--- config.mk ---
export PLATFORM = sky130hd
export DESIGN_NAME = fifo2core_weight_unpack
export DESIGN_NICKNAME = d
export VERILOG_FILES = /design/src/rtl/fifo2core_weight_unpack.sv
export SDC_FILE = /design/constraint.sdc
export NUM_CORES = 1
export LEC_CHECK = 0
export CAP_MARGIN = 20
export CORE_ASPECT_RATIO = 0.8
export CORE_MARGIN = 3
export CORE_UTILIZATION = 53
export DETAILED_ROUTE_END_ITERATION = 16
export HOLD_SLACK_MARGIN = 0.06
export PLACE_DENSITY = 0.78
export SLEW_MARGIN = 15
export SYNTH_ARGS = -nofsm -noshare
export SYNTH_HDL_FRONTEND = slang
export SYNTH_SLANG_ARGS = --single-unit
export TNS_END_PERCENT = 1
--- constraint.sdc ---
create_clock -name clk -period 3.2 [get_ports clk]
set_input_delay 0.32 -clock clk [delete_from_list [all_inputs] [get_ports clk]]
set_output_delay 0.32 -clock clk [all_outputs]
set_load 0.01 [all_outputs]
--- src/rtl/fifo2core_weight_unpack.sv ---
// Weight-path unpacker: pops packed words from the weight FIFO and streams
// them LSB-lane first to the core as W_BW-bit weights over valid/ready.
module fifo2core_weight_unpack #(
  parameter int unsigned MEM_SIZE = 40,
  parameter int unsigned W_BW     = 8,
  parameter int unsigned N_C1     = 2,
  parameter int unsigned N_C3     = 4,
  parameter int unsigned N_C5     = 24,
  parameter int unsigned N_FC     = 17,
  parameter int unsigned N_OL     = 2
) (
  input  logic                clk,
  input  logic                rst_n,
  input  logic [2:0]          layer_signal,
  input  logic [MEM_SIZE-1:0] fifo_din,
  input  logic                fifo_empty,
  output logic                fifo_re,
  output logic [W_BW-1:0]     w_data,
  output logic                w_valid,
  input  logic                w_ready,
  output logic                w_last,
  output logic                layer_done,
  output logic                busy
);

  localparam int unsigned LANES  = MEM_SIZE / W_BW;
  localparam int unsigned LANE_W = (LANES > 1) ? $clog2(LANES) : 1;
  localparam int unsigned CNT_W  = 6;
  localparam logic [LANE_W-1:0] LAST_LANE = LANE_W'(LANES - 1);

  localparam logic [2:0] LS_C1 = 3'd1;
  localparam logic [2:0] LS_C3 = 3'd3;
  localparam logic [2:0] LS_C5 = 3'd5;
  localparam logic [2:0] LS_FC = 3'd6;
  localparam logic [2:0] LS_OL = 3'd7;

  if ((MEM_SIZE % W_BW) != 0) begin : g_bad_width
    $error("MEM_SIZE must be an exact multiple of W_BW");
  end

  typedef enum logic [2:0] {
    S_IDLE  = 3'd0,
    S_FETCH = 3'd1,
    S_LOAD  = 3'd2,
    S_SHIFT = 3'd3,
    S_DONE  = 3'd4
  } state_e;

  state_e              state_q, state_d;
  logic [2:0]          layer_q, layer_d;
  logic [CNT_W-1:0]    target_q, target_d;
  logic [CNT_W-1:0]    word_q, word_d;
  logic [LANE_W-1:0]   lane_q, lane_d;
  logic [MEM_SIZE-1:0] sreg_q, sreg_d;
  logic                w_valid_q, w_last_q, done_q, busy_q;
  logic                start_c;
  logic [CNT_W-1:0]    tgt_c;

  // Decode which layer codes start a stream and their word counts
  always_comb begin
    start_c = 1'b1;
    tgt_c   = '0;
    case (layer_signal)
      LS_C1:   tgt_c = CNT_W'(N_C1);
      LS_C3:   tgt_c = CNT_W'(N_C3);
      LS_C5:   tgt_c = CNT_W'(N_C5);
      LS_FC:   tgt_c = CNT_W'(N_FC);
      LS_OL:   tgt_c = CNT_W'(N_OL);
      default: start_c = 1'b0;
    endcase
  end

  // Next-state, counter and FIFO read logic
  always_comb begin
    state_d  = state_q;
    layer_d  = layer_q;
    target_d = target_q;
    word_d   = word_q;
    lane_d   = lane_q;
    sreg_d   = sreg_q;
    fifo_re  = 1'b0;
    case (state_q)
      S_IDLE: begin
        if (start_c) begin
          layer_d  = layer_signal;
          target_d = tgt_c;
          word_d   = '0;
          lane_d   = '0;
          state_d  = S_FETCH;
        end
      end
      S_FETCH: begin
        fifo_re = !fifo_empty;
        if (!fifo_empty) state_d = S_LOAD;
      end
      S_LOAD: begin
        sreg_d  = fifo_din;
        lane_d  = '0;
        state_d = S_SHIFT;
      end
      S_SHIFT: begin
        if (w_ready) begin
          sreg_d = sreg_q >> W_BW;
          if (lane_q == LAST_LANE) begin
            lane_d  = '0;
            word_d  = word_q + CNT_W'(1);
            state_d = (word_q == target_q - CNT_W'(1)) ? S_DONE : S_FETCH;
          end else begin
            lane_d = lane_q + LANE_W'(1);
          end
        end
      end
      S_DONE: begin
        // Hold here while the same layer code persists so it is not re-run
        if (layer_signal != layer_q) state_d = S_IDLE;
      end
      default: state_d = S_IDLE;
    endcase
  end

  // State, datapath and registered output flops
  always_ff @(posedge clk or negedge rst_n) begin
    if (!rst_n) begin
      state_q   <= S_IDLE;
      layer_q   <= '0;
      target_q  <= '0;
      word_q    <= '0;
      lane_q    <= '0;
      sreg_q    <= '0;
      w_valid_q <= 1'b0;
      w_last_q  <= 1'b0;
      done_q    <= 1'b0;
      busy_q    <= 1'b0;
    end else begin
      state_q   <= state_d;
      layer_q   <= layer_d;
      target_q  <= target_d;
      word_q    <= word_d;
      lane_q    <= lane_d;
      sreg_q    <= sreg_d;
      w_valid_q <= (state_d == S_SHIFT);
      w_last_q  <= (state_d == S_SHIFT) && (lane_d == LAST_LANE) &&
                   (word_d == target_d - CNT_W'(1));
      done_q    <= (state_d == S_DONE) && (state_q != S_DONE);
      busy_q    <= (state_d != S_IDLE);
    end
  end

  assign w_data     = sreg_q[W_BW-1:0];
  assign w_valid    = w_valid_q;
  assign w_last     = w_last_q;
  assign layer_done = done_q;
  assign busy       = busy_q;

endmodule

==> flow_summary.json <==
{
  "synthCells": 359,
  "start_util": 0.570,
  "n_antenna_cell": 0,
  "critPathMaxFanout": 16,
  "drcViolationCount": 0,
  "hp-class": "input pin to async pin",
  "die_y_um": 78.8,
  "setup_viol": 0,
  "num_rows": 25,
  "portBuffers": 59,
  "drive_gt1_frac": 0.0779,
  "ys_async_sr_fraction": 1.00,
  "synth_fp_nets": 411,
  "insertion_delay_ps": 340,
  "fin_tns_setup_ps": 0,
  "placed_cell_area_um2": 4100,
  "die_w_um": 97.0,
  "area_delta_synth_final_pct": 22.5,
  "power.density_nw_per_um2": 861,
  "syn_area_um2": 3510,
  "synthDistinctLibCells": 49,
  "vias": 2830,
  "die_area_um2": 7650,
  "power.leakage_nw": 1.91,
  "drt_first_pass_iters": 6,
  "gr-total-overflow": 0,
  "cts_resized": 0,
  "via_per_inst": 5.75,
  "cts.sinks": 65,
  "drtAntennaViolNets": 0,
  "grt.total_usage": 0.223,
  "slew_headroom": 0.436,
  "cts_buffer_depth": 2,
  "path_class": "flop to flop",
  "outcome": "finished, final reports clean",
  "ys_seq_elements": 65,
  "ys_seq_area_frac": 0.463,
  "drt-total-wl_um": 7960,
  "cp.arrival_ps": 2910,
  "rsz0062_at_grt": "no",
  "fin_area_um2": 4310,
  "grt_pass1_wl_um": 13700,
  "root_buffer": "clkbuf_8",
  "post_drt_wl_per_cell_um": 16.2,
  "skew_ps": 4.98,
  "cts_htree_levels": 3,
  "ys_warn_count": 0,
  "stdcell_count": 492,
  "ir_drop_mv": 0.445,
  "dp.cells": 476,
  "end_kind": "flop",
  "numCtsBuffers": 9,
  "post_cts_buffers": 0,
  "maxSlewViolCount": 0,
  "finalCritPeriodShare": 0.840,
  "core-area_um2": 6160,
  "ios": 60,
  "finalHoldViolCount": 0,
  "nets": 458,
  "antenna_found_initial": 0,
  "grt_max_degree": 73,
  "cts_tree": "built",
  "place_congestion": 0.890,
  "first_iter_violations": 172,
  "maxCapViolCount": 0,
  "synth-edff-count": 0,
  "start_kind": "flop",
  "place.detailed.hpwl_um": 5580,
  "required_ps": 3430,
  "synthFlopType": "dfrtp_1",
  "fmax_mhz": 372,
  "ctsHoldBuffers": 0,
  "fin_crit_ps": 2690,
  "syn_area_per_cell_um2": 9.79,
  "clkTransAtPathRegs_ps": 70,
  "grt_pass1_vias": 2796,
  "worst_pin_slew_ps": 846
}
-- stage by stage --
stage | power [mW] | util | worst slack (ps) | hold WS [ps]
after floorplan | 2.58 | - | 935 | 24.4
final | 3.71 | 0.699 | 511 | 132
after CTS | 3.72 | 0.699 | 497 | 181
after global placement | 2.93 | 0.666 | 530 | 460
after detailed placement | 3.00 | 0.666 | 464 | 472
after global routing | 3.99 | 0.699 | 263 | 221
-- area by class of cell --
| type | instances | area (um^2) |
|---|---|---|
| clock inverter | 5 | 53.8 |
| sequential | 65 | 1630 |
| tap | 81 | 101 |
| timing repair buffer | 66 | 638 |
| fill | 494 | 1860 |
| inverter | 12 | 45.0 |
| multi-input combinational | 252 | 1690 |
| clock buffer | 11 | 151 |
-- worst max-delay path: stages (launching register included) --
cell and delay (ps):
dfrtp_1 580, or3_1 600, o21ai_0 220, nand2_1 150
ha_1 260, xnor2_1 210, xnor2_1 140, nand4_1 120
a2111oi_2 300
-- cells in the mapped netlist, types with 7 or more instances --
library cell  instances  share of area
dfrtp_1              65           0.46
nand2_1              50          0.053
nor2_1               10          0.011
nand3_1               7          0.010
o21ai_0              47          0.067
xnor2_1              14          0.035
inv_1                12          0.013
nand4_1               7          0.012
a22o_1                8          0.020
mux2i_1              35           0.10
buf_4                 8          0.017
clkbuf_1             11          0.012
-- report_power, final --
part           internal (mW)  switching (mW)  leakage (nW)  total (mW)
sequential              1.14           0.234         0.827        1.37
combinational          0.744           0.880         0.974        1.62
clock                  0.399           0.315         0.109       0.714
total                   2.28            1.43          1.91        3.71
-- layout by cell type (no fill, tap or decap), types with 2 or more instances in the layout --
cell type and instances:
o211ai_1 4, o21ai_0 47, a21o_1 3, a21oi_1 5, nand3_1 7, o31a_1 2
nor2_1 10, nor2b_1 3, a22o_1 8, o22ai_1 3, clkdlybuf4s50_1 58, nor4b_1 2
buf_4 7, nand2_1 50, nand4_1 7, a31oi_1 2, dfrtp_1 65, clkinv_2 3
inv_1 12, or3_1 3, mux2i_1 35, o2111ai_1 2, o31ai_1 3, nor3_1 2
or4_1 2, a2111oi_2 2, xor2_1 6, nand2b_1 3, ha_1 5, xnor2_1 14
nor4_1 2, clkbuf_8 11, o21a_1 3
-- worst paths after layout --
check	end	slack (ps)	cells past startpoint	startpoint
worst max-delay path	w_last$_DFF_PN0_	510	8	state_q[1]$_DFF_PN0_
worst min-delay path	layer_q[2]$_DFFE_PN0P_	130	2	rst_n
worst max register to register	w_last$_DFF_PN0_	510	8	state_q[1]$_DFF_PN0_
worst min register to register	sreg_q[20]$_DFFE_PN0P_	480	2	sreg_q[20]$_DFFE_PN0P_
max in group asynchronous	sreg_q[10]$_DFFE_PN0P_	2480	2	rst_n
min in group clk	sreg_q[20]$_DFFE_PN0P_	480	2	sreg_q[20]$_DFFE_PN0P_
-- cells by family (layout without fill, tap and decap cells) --
group / Yosys count / in the layout / synth area share
simple gates: 99 / 99 / 0.137
compound gates: 93 / 93 / 0.173
flops: 65 / 65 / 0.463
buf+inv: 42 / 94 / 0.0598
mux: 35 / 35 / 0.0997
xor+xnor: 20 / 20 / 0.0498
fa+ha+maj: 5 / 5 / 0.0178
-- registers in the layout, summed over array words and instances (netlist names), 3 cells and up --
register,count
target_q,6
layer_q,3
state_q,3
sreg_q,40
lane_q,3
word_q,6
-- per-layer routing --
| layer | vias to the layer above | GRT usage | part of all wire |
|---|---|---|---|
| met2 | 97 | 0.342 | 0.45 |
| met1 | 1357 | 0.310 | 0.48 |
| li1 | 1369 | - | - |
| met5 | - | 0 | 0 |
| met4 | 0 | 0.0589 | 0.0053 |
| met3 | 7 | 0.0676 | 0.074 |
(Power assumes the default switching activity.)
